## src/rtl/uart_framer_pkg.sv

```systemverilog
// Shared types and constants for the UART receive framer.
package uart_framer_pkg;

  typedef enum logic [2:0] {
    HUNT    = 3'd0,
    LEN     = 3'd1,
    PAYLOAD = 3'd2,
    CHK     = 3'd3,
    DRAIN   = 3'd4
  } state_e;

  localparam logic [1:0] ERR_CHK = 2'd0;
  localparam logic [1:0] ERR_LEN = 2'd1;
  localparam logic [1:0] ERR_TMO = 2'd2;
  localparam logic [1:0] ERR_OVR = 2'd3;

  localparam logic [7:0] DEF_SYNC_BYTE = 8'hA5;

endpackage

```

## src/rtl/framer_buf.sv

```systemverilog
// Single-frame payload store: simple dual-port RAM, one write port, registered read.
module framer_buf #(
  parameter int DEPTH = 16,
  parameter int AW    = 4
) (
  input  logic          clk,
  input  logic          we_i,
  input  logic [AW-1:0] waddr_i,
  input  logic [7:0]    wdata_i,
  input  logic [AW-1:0] raddr_i,
  output logic [7:0]    rdata_o
);

  logic [7:0] mem [DEPTH];

  // No reset on the array or read port so it can map onto block RAM.
  always_ff @(posedge clk) begin
    if (we_i) mem[waddr_i] <= wdata_i;
    rdata_o <= mem[raddr_i];
  end

endmodule

```

## src/rtl/uart_rx_framer.sv

```systemverilog
// Sync-hunting frame parser with XOR check and valid/ready payload replay.
// Optional counters enabled by defining UART_RX_FRAMER_STATS_EN.
module uart_rx_framer
  import uart_framer_pkg::*;
#(
  parameter logic [7:0] SYNC_BYTE = DEF_SYNC_BYTE,
  parameter int         MAX_LEN   = 16,
  parameter int         LW        = $clog2(MAX_LEN + 1)
) (
  input  logic          clk,
  input  logic          resetn,
  input  logic          rx_ready,
  input  logic [7:0]    rx_data,
  input  logic          rx_eop,
  output logic          out_valid,
  input  logic          out_ready,
  output logic [7:0]    out_data,
  output logic          out_last,
  output logic [LW-1:0] out_len,
  output logic          frame_err,
  output logic [1:0]    err_code,
`ifdef UART_RX_FRAMER_STATS_EN
  input  logic          stats_clr,
  output logic [15:0]   good_cnt,
  output logic [15:0]   err_cnt,
  output logic [7:0]    ovr_cnt,
`endif
  output logic          busy
);

  localparam int AW = (MAX_LEN > 1) ? $clog2(MAX_LEN) : 1;

  state_e        state_q, st_byte;
  logic [LW-1:0] len_q, idx_q, rd_q, rd_d;
  logic [7:0]    chk_q;
  logic          out_valid_q, out_last_q, frame_err_q;
  logic [1:0]    err_code_q;
  logic          len_bad, idx_last, out_hs, tmo, buf_we;

  assign len_bad  = (rx_data == 8'd0) || (int'(rx_data) > MAX_LEN);
  assign idx_last = (idx_q == len_q - LW'(1));
  assign out_hs   = out_valid_q && out_ready;
  assign buf_we   = (state_q == PAYLOAD) && rx_ready;

  // The byte is consumed first; a coincident eop is judged against the resulting state.
  always_comb begin
    st_byte = state_q;
    if (rx_ready) begin
      case (state_q)
        HUNT:    if (rx_data == SYNC_BYTE) st_byte = LEN;
        LEN:     st_byte = len_bad ? HUNT : PAYLOAD;
        PAYLOAD: if (idx_last) st_byte = CHK;
        CHK:     st_byte = (rx_data == chk_q) ? DRAIN : HUNT;
        default: ;
      endcase
    end
    tmo = rx_eop && (st_byte inside {LEN, PAYLOAD, CHK});
  end

  // Read address tracks the byte on display, so out_data holds steady under backpressure.
  always_comb begin
    rd_d = rd_q;
    if (state_q == CHK)              rd_d = '0;
    else if (out_hs && !out_last_q)  rd_d = rd_q + LW'(1);
  end

  always_ff @(posedge clk or negedge resetn) begin
    if (!resetn) begin
      state_q     <= HUNT;
      len_q       <= '0;
      idx_q       <= '0;
      rd_q        <= '0;
      chk_q       <= '0;
      out_valid_q <= 1'b0;
      out_last_q  <= 1'b0;
      frame_err_q <= 1'b0;
      err_code_q  <= ERR_CHK;
    end else begin
      frame_err_q <= 1'b0;
      case (state_q)
        HUNT: if (rx_ready && rx_data == SYNC_BYTE) state_q <= LEN;
        LEN: if (rx_ready) begin
          if (len_bad) begin
            state_q     <= HUNT;
            frame_err_q <= 1'b1;
            err_code_q  <= ERR_LEN;
          end else begin
            len_q   <= LW'(rx_data);
            chk_q   <= rx_data;
            idx_q   <= '0;
            state_q <= PAYLOAD;
          end
        end
        PAYLOAD: if (rx_ready) begin
          chk_q <= chk_q ^ rx_data;
          idx_q <= idx_q + LW'(1);
          if (idx_last) state_q <= CHK;
        end
        CHK: if (rx_ready) begin
          if (rx_data == chk_q) begin
            state_q     <= DRAIN;
            rd_q        <= '0;
            out_valid_q <= 1'b1;
            out_last_q  <= (len_q == LW'(1));
          end else begin
            state_q     <= HUNT;
            frame_err_q <= 1'b1;
            err_code_q  <= ERR_CHK;
          end
        end
        DRAIN: begin
          if (rx_ready) begin
            frame_err_q <= 1'b1;
            err_code_q  <= ERR_OVR;
          end
          if (out_hs) begin
            if (out_last_q) begin
              state_q     <= HUNT;
              out_valid_q <= 1'b0;
              out_last_q  <= 1'b0;
            end else begin
              rd_q       <= rd_d;
              out_last_q <= (rd_d == len_q - LW'(1));
            end
          end
        end
        default: state_q <= HUNT;
      endcase
      if (tmo) begin
        state_q     <= HUNT;
        frame_err_q <= 1'b1;
        err_code_q  <= ERR_TMO;
      end
    end
  end

  framer_buf #(.DEPTH(MAX_LEN), .AW(AW)) u_buf (
    .clk     (clk),
    .we_i    (buf_we),
    .waddr_i (idx_q[AW-1:0]),
    .wdata_i (rx_data),
    .raddr_i (rd_d[AW-1:0]),
    .rdata_o (out_data)
  );

  assign out_valid = out_valid_q;
  assign out_last  = out_last_q;
  assign out_len   = len_q;
  assign frame_err = frame_err_q;
  assign err_code  = err_code_q;
  assign busy      = (state_q != HUNT);

`ifdef UART_RX_FRAMER_STATS_EN
  logic [15:0] good_q, err_q;
  logic [7:0]  ovr_q;

  always_ff @(posedge clk or negedge resetn) begin
    if (!resetn) begin
      good_q <= '0;
      err_q  <= '0;
      ovr_q  <= '0;
    end else if (stats_clr) begin
      good_q <= '0;
      err_q  <= '0;
      ovr_q  <= '0;
    end else begin
      if (out_hs && out_last_q && good_q != 16'hFFFF) good_q <= good_q + 16'd1;
      if (frame_err_q && err_code_q != ERR_OVR && err_q != 16'hFFFF) err_q <= err_q + 16'd1;
      if (frame_err_q && err_code_q == ERR_OVR && ovr_q != 8'hFF) ovr_q <= ovr_q + 8'd1;
    end
  end

  assign good_cnt = good_q;
  assign err_cnt  = err_q;
  assign ovr_cnt  = ovr_q;
`endif

endmodule

```

## config.mk

```make
export PLATFORM = sky130hd
export DESIGN_NAME = uart_rx_framer
export DESIGN_NICKNAME = d
export VERILOG_FILES = /design/src/rtl/uart_framer_pkg.sv /design/src/rtl/framer_buf.sv /design/src/rtl/uart_rx_framer.sv
export SDC_FILE = /design/constraint.sdc
export NUM_CORES = 1
export LEC_CHECK = 0
export BUFFER_PORTS_ARGS = -buffer_cell sky130_fd_sc_hd__buf_2
export CORE_MARGIN = 1.5
export CORE_UTILIZATION = 30
export DETAILED_ROUTE_END_ITERATION = 10
export HOLD_SLACK_MARGIN = 0.1
export PLACE_DENSITY = 0.43
export SLEW_MARGIN = 20
export SYNTH_ARGS = -nofsm -noshare
export SYNTH_HDL_FRONTEND = slang
export SYNTH_SLANG_ARGS = --single-unit
```

## constraint.sdc

```tcl
create_clock -name clk -period 6 [get_ports clk]
set_clock_uncertainty 0.05 [all_clocks]
set_input_delay 0.9 -clock clk [delete_from_list [all_inputs] [get_ports clk]]
set_output_delay 0.9 -clock clk [all_outputs]
set_load 0.005 [all_outputs]
```

Word-level counts from Yosys, hierarchy flattened

Memories as Yosys holds them, arrays and structs flattened. A register that Yosys moved wholly into a read port is not among the register bits.
Cells that the tools add are included.

$add $sub $neg: 3
Magnitude comparators: 1
Equality and inequality tests: 29
Mux-type cells: 55
Bitwise logic cells: 2
Reduce and logical (&&, ||, !) cells: 21

Operator list:

| cell                  | count |
|---|---|
| $mux W5               | 9 |
| $mux W3               | 11 |
| $ne A3 B3 Y1 const B  | 9 |
| $mux W8               | 3 |
| $pmux W5 S2           | 2 |
| $mux W1               | 16 |
| $ne A2 B2 Y1 const B  | 8 |
| $pmux W8 S2           | 1 |
| $pmux W3 S5           | 1 |
| $mux W2               | 7 |
| $eq A3 B2 Y1 const B  | 4 |
| $pmux W3 S4           | 1 |
| $reduce_and A6 Y1     | 2 |
| $add A5 B1 Y5 const B | 2 |
| $eq A5 B5 Y1          | 2 |
| $reduce_and A5 Y1     | 2 |
| $eq A8 B8 Y1          | 1 |
| $eq A8 B8 Y1 const B  | 1 |
| $gt A8 B5 Y1 const B  | 1 |
| $logic_not A8 Y1      | 1 |
| $reduce_and A4 Y1     | 2 |
| $xor A8 B8 Y8         | 1 |
| $eq A3 B1 Y1 const B  | 2 |
| $pmux W2 S3           | 1 |
| 14 further kinds      | 21 |

Register bits: 31
Bits in writable memories: 128
Input port bits: 13
Output and inout bits: 19
Memories kept: 1

Memories:

| name      | words | bits a word | rd ports | clocked after Yosys merged registers in | wr ports | line             | text |
|---|---|---|---|---|---|---|---|
| u_buf.mem | 16    | 8           | 1        | 1                                       | 1        | framer_buf.sv:14 | `logic [7:0] mem [DEPTH];` |

Logic depth before layout (Yosys ltp)

Word-level depth: 10
Mapped depth: 9

Hierarchy

A second synthesis with hierarchy kept.

Cell total of the unflattened synthesis: 466
Area, all modules: 7290.7 um2

Modules (own cells, without submodules):

| module         | instances | cells each | area each (um2) | seq. area each (um2) |
|---|---|---|---|---|
| framer_buf     | 1         | 229        | 5147.4          | 4003.8 |
| uart_rx_framer | 1         | 237        | 2143.3          | 775.7 |

Least setup slack after synthesis

OpenSTA, ideal clock, no wires.

Kind: input to register
Start: input port rx_data[1]
End: register chk_q[1]
Setup time: 0.123 ns
Arrival time: 2.254 ns
Data required time: 5.827 ns
Slack: 3.573 ns
Cell stages on the path: 9
Cells stage by stage: clkbuf_2 -> nor4_1 -> xnor2_1 -> and4_4 -> or2_1 -> buf_6 -> buf_6 -> a21oi_1 -> a21oi_1

Cells in the longest elaborated chain, start to end: 4
Elaborated cells on any way between the ends: 10

Ends and longest elaborated chain:

| element                                                 | line                 | text |
|---|---|---|
| from (decl)                                             | uart_rx_framer.sv:13 | `input logic [7:0] rx_data,` |
| $gt A8 B5 Y1 / $logic_not A8 Y1 (equally long branches) | uart_rx_framer.sv:40 | `assign len_bad = (rx_data == 8'd0) \|\| (int'(rx_data) > MAX_LEN);` |
| $logic_or A1 B1 Y1                                      | uart_rx_framer.sv:40 |  |
| $ne A2 B2 Y1 (no source line)                           | -                    |  |
| $reduce_and A4 Y1 (no source line)                      | -                    |  |
| to (signal assigned)                                    | uart_rx_framer.sv:89 | `chk_q <= rx_data;` |
| to (signal assigned)                                    | uart_rx_framer.sv:95 | `chk_q <= chk_q ^ rx_data;` |
| to (decl)                                               | uart_rx_framer.sv:35 | `logic [7:0] chk_q;` |

Several ways; a longest one is shown, not always the timed one. The select of a mux whose other input is x is not followed.
A chain may end at the register's enable or synchronous reset.

Worst setup path after layout

Start: register rd_q[0]
End: register u_buf.rdata_o[2] (read register of u_buf.mem)

Cells in the longest elaborated chain, start to end: 3

Ends and longest elaborated chain:

| element                | line                  | text |
|---|---|---|
| from (decl)            | uart_rx_framer.sv:34  | `logic [LW-1:0] len_q, idx_q, rd_q, rd_d;` |
| from (signal assigned) | uart_rx_framer.sv:122 | `rd_q <= rd_d;` |
| $add A5 B1 Y5          | uart_rx_framer.sv:64  | `else if (out_hs && !out_last_q) rd_d = rd_q + LW'(1);` |
| $mux W5 *              | uart_rx_framer.sv:64  |  |
| $mux W5 *              | uart_rx_framer.sv:63  | `if (state_q == CHK) rd_d = '0;` |
| to (decl)              | framer_buf.sv:11      | `output logic [7:0] rdata_o` |

Mark *: on every way between the ends. The rest lies on a longest branch, timed or not.

==> insert_results.sql <==
INSERT INTO impl_metrics (metric_group, metric, value, unit) VALUES
('critical_path', 'timing.critical_path.slowest_cell_delay', '1.00', 'ns'),
('cells_and_area', 'num-nets-final', '661', ''),
('cells_and_area', 'multi_input_area', '2595', 'um2'),
('critical_path', 'reg2reg_slack', '2.28', 'ns'),
('pwr', 'powerDensity', '277.9', 'nW/um2'),
('clock_network', 'clock-root-buffer', 'sky130_fd_sc_hd__clkbuf_16', ''),
('cells_and_area', 'layout.filler_cells', '2543', ''),
('detailed_routing', 'routed-via-count', '5224', ''),
('detailed_routing', 'number_of_nets_still_failing_antenna_checks_after_routing', '0', ''),
('pwr', 'power.clock.fraction', '0.445', ''),
('placed_design', 'numPlacedInstances', '952', ''),
('critical_path', 'worstSetupEndpointType', 'register', ''),
('pwr', 'part_of_the_total_power_dissipated_in_sequential_elements', '0.522', ''),
('global_route', 'grt_antenna_before_repair', '0', ''),
('worst_hold_path', 'holdCritPathClass', 'reg2reg', ''),
('sta', 'timing.final.setup_violations', '0', ''),
('worst_hold_path', 'hold_path_startpoint', 'err_code[0]$_DFFE_PN0P_', ''),
('pwr', 'leakagePower', '3.046', 'nW'),
('critical_path', 'setup.worst_path.class', 'reg2reg', ''),
('cells_and_area', 'final_common_cell', 'sky130_fd_sc_hd__edfxtp_1', ''),
('sta', 'tightest_slew', '1.068', 'ns'),
('clock_network', 'cts_hold_buf', '0', ''),
('placed_design', 'io_buffer_count', '31', ''),
('placed_design', 'gpl.final_weighted_congestion', '0.8371', ''),
('floorplan', 'rows', '58', ''),
('floorplan', 'initial_utilization', '0.3050', ''),
('detailed_routing', 'drcViolationCount', '0', ''),
('global_route', 'first_pass_grt_wire_length', '33.08', 'mm'),
('cells_and_area', 'final-seq-area', '4780', 'um2'),
('cells_and_area', 'antennaDiodeCount', '0', ''),
('critical_path', 'critPathLaunchType', 'register', ''),
('sta', 'min_period_over_period', '0.6195', ''),
('global_route', 'grt_pass1_vias', '5206', ''),
('critical_path', 'worst_r2r_path_depth', '7', ''),
('critical_path', 'timing.critical_path.buf_inv', '1', ''),
('sta', 'timing_max_transition_violations_final', '0', ''),
('clock_network', 'cts_htree_levels', '4', ''),
('status', 'run_status', 'complete, no violations', ''),
('sta', 'max_freq', '0.2690', 'GHz'),
('cells_and_area', 'area_growth', '12.78', '%'),
('floorplan', 'io_pins', '32', ''),
('sta', 'worst_slew_margin_rel', '0.2741', ''),
('critical_path', 'cpLargestDelayFamily', 'flip-flops', ''),
('worst_hold_path', 'min_delay_path_depth', '2', ''),
('cells_and_area', 'finalInstanceArea', '8636', 'um2'),
('cells_and_area', 'stdcell_count', '984', ''),
('logic_synthesis', 'yosys_warnings', '0', ''),
('detailed_routing', 'post_drt_wl_per_cell', '21.86', 'um'),
('sta', 'fin_worst_hold_slack', '0.4769', 'ns'),
('detailed_routing', 'firstDrtPassIters', '5', ''),
('sta', 'final-hold-violation-count', '0', ''),
('floorplan', 'die_area', '26490', 'um2'),
('logic_synthesis', 'synth.avg_cell_area', '12.31', 'um2'),
('critical_path', 'critical_path_arrival', '3.99', 'ns'),
('critical_path', 'crit_path_max_fanout', '27', ''),
('critical_path', 'timing.critical_path.slowest_stage_cell', 'sky130_fd_sc_hd__dfrtp_1', ''),
('critical_path', 'path_depth', '7', ''),
('logic_synthesis', 'syn-cell-area', '7657', 'um2'),
('pwr', 'p_sw_frac', '0.2400', ''),
('logic_synthesis', 'synth-seq-area-share', '0.6242', ''),
('global_route', 'globalRouteOverflowTotal', '0', ''),
('logic_synthesis', 'synth-main-ff-cell', 'sky130_fd_sc_hd__edfxtp_1', ''),
('clock_network', 'max-clock-path-buffers', '2', ''),
('global_route', 'globalRouteTotalUtil', '0.1693', ''),
('worst_hold_path', 'hold_end', 'err_code[0]$_DFFE_PN0P_', ''),
('logic_synthesis', 'synth_cell_type_count', '74', ''),
('sta', 'rsz0062_at_grt', 'false', ''),
('pwr', 'net-switching-power', '0.5759', 'mW'),
('critical_path', 'worst_r2r_startpoint', 'rd_q[0]$_DFFE_PN0P_', ''),
('cells_and_area', 'most-common-layout-cells', '128 x sky130_fd_sc_hd__edfxtp_1, 56 x sky130_fd_sc_hd__nor2_1, 52 x sky130_fd_sc_hd__nand2_1', ''),
('run', 'timing.max_cap.violations', '0', '');
-- synth_stat cells, types with 2 or more instances --
library cell                number  area share
sky130_fd_sc_hd__a2111oi_0       6      0.0069
sky130_fd_sc_hd__a211oi_1        2      0.0020
sky130_fd_sc_hd__a21o_1          6      0.0059
sky130_fd_sc_hd__a21oi_1        43       0.028
sky130_fd_sc_hd__a221oi_1        7      0.0080
sky130_fd_sc_hd__a22o_1          6      0.0069
sky130_fd_sc_hd__a311oi_1        2      0.0023
sky130_fd_sc_hd__a31oi_1        18       0.015
sky130_fd_sc_hd__a32o_1          7      0.0092
sky130_fd_sc_hd__and2_1         11      0.0090
sky130_fd_sc_hd__and3_1          2      0.0016
sky130_fd_sc_hd__buf_1           3      0.0015
sky130_fd_sc_hd__buf_2          14      0.0092
sky130_fd_sc_hd__buf_4           3      0.0029
sky130_fd_sc_hd__buf_6           7       0.010
sky130_fd_sc_hd__clkbuf_1       11      0.0054
sky130_fd_sc_hd__dfrtp_1        31        0.10
sky130_fd_sc_hd__dfxtp_1         8       0.021
sky130_fd_sc_hd__edfxtp_1      128        0.50
sky130_fd_sc_hd__ha_1            7       0.011
sky130_fd_sc_hd__inv_1          13      0.0064
sky130_fd_sc_hd__mux2_2          6      0.0088
sky130_fd_sc_hd__mux2i_1         7      0.0092
sky130_fd_sc_hd__nand2_1        52       0.025
sky130_fd_sc_hd__nand2_2         2      0.0016
sky130_fd_sc_hd__nand2b_1       13       0.011
sky130_fd_sc_hd__nand3_1        16       0.010
sky130_fd_sc_hd__nand3b_1        2      0.0020
sky130_fd_sc_hd__nand4_1         4      0.0033
sky130_fd_sc_hd__nand4b_1        4      0.0046
sky130_fd_sc_hd__nor2_1         56       0.027
sky130_fd_sc_hd__nor2_2          2      0.0016
sky130_fd_sc_hd__nor3_1          8      0.0052
sky130_fd_sc_hd__nor4_1          5      0.0041
sky130_fd_sc_hd__o211ai_1        8      0.0078
sky130_fd_sc_hd__o21a_1          2      0.0020
sky130_fd_sc_hd__o21ai_0        15      0.0098
sky130_fd_sc_hd__o221ai_1        2      0.0023
sky130_fd_sc_hd__o22ai_1         9      0.0074
sky130_fd_sc_hd__o2bb2ai_1       6      0.0069
sky130_fd_sc_hd__o31ai_1         3      0.0029
sky130_fd_sc_hd__o32ai_1         7      0.0080
sky130_fd_sc_hd__or3_1           2      0.0016
sky130_fd_sc_hd__xnor2_1        20       0.023
sky130_fd_sc_hd__xor2_1          7      0.0080
-- flip-flops by register name, summed over array words and instances (netlist names) --
name	count
chk_q	8
err_code	2
frame_err	1
idx_q	5
out_last	1
out_len	5
out_valid	1
rd_q	5
state_q	3
u_buf.mem	128
u_buf.rdata_o	8
-- worst max-delay path by stage --
stage	startpoint	endpoint	slack (ns)
floorplan	rx_data[1]	chk_q[1]$_DFFE_PN0P_	3.57
global placement	rd_q[0]$_DFFE_PN0P_	u_buf.rdata_o[2]$_DFF_P_	2.29
detailed placement	rd_q[0]$_DFFE_PN0P_	u_buf.rdata_o[6]$_DFF_P_	2.25
CTS	rd_q[0]$_DFFE_PN0P_	u_buf.rdata_o[6]$_DFF_P_	2.24
global route	rd_q[0]$_DFFE_PN0P_	u_buf.rdata_o[6]$_DFF_P_	2.04
finish	rd_q[0]$_DFFE_PN0P_	u_buf.rdata_o[2]$_DFF_P_	2.28
-- per-layer routing --
metal / routed length (um) / share of wire / track usage
met1: 10240 / 0.48 / 0.2396
met2: 9819 / 0.46 / 0.2594
met3: 989 / 0.046 / 0.03005
met4: 461 / 0.021 / 0.06047
met5: 0 / 0 / 0
-- tightest hold or removal path: cells and delay by family, from the launching register on --
| kind | cells | cell delay [ns] |
|---|---|---|
| DFF | 1 | 0.38 |
| AOI/OAI and AO/OA | 1 | 0.06 |
| buffers and inverters | 1 | 0.06 |
-- kinds of logic after synthesis --
family                   after synthesis  synth area share
adder cells (fa/ha/maj)                7           0.01144
AO/OA/AOI/OAI                        159            0.1433
flip-flops                           167            0.6242
AND/OR/NAND/NOR                      192            0.1245
XOR/XNOR                              28           0.03301
multiplexers                          16           0.02467
buffers and inverters                 53           0.03889
-- power by group through the flow --
stage / clock (mW) / combinational (mW) / sequential (mW)
2_1_floorplan: 0 / 0.0389 / 1.27
3_3_place_gp: 0 / 0.0812 / 1.28
3_5_place_dp: 0 / 0.0817 / 1.28
4_1_cts: 1.09 / 0.0817 / 1.25
5_1_grt: 1.13 / 0.0887 / 1.25
6_report: 1.07 / 0.0802 / 1.25
-- cell type report --
class,count,share of cell area
Sequential cell,167,0.5535
Multi-Input combinational cell,402,0.3005
Clock buffer,17,0.04926
Tap cell,330,0.04781
Timing Repair Buffer,40,0.02579
Clock inverter,15,0.01753
Inverter,13,0.005651
-- through the flow --
stage | util | setup slack [ns] | power [mW]
after floorplan | - | 3.573 | 1.313
after global routing | 0.3439 | 2.043 | 2.472
after global placement | 0.3207 | 2.289 | 1.359
after detailed placement | 0.3210 | 2.246 | 1.359
final | 0.3439 | 2.283 | 2.400
after CTS | 0.3439 | 2.238 | 2.423
(Power assumes the default switching activity.)
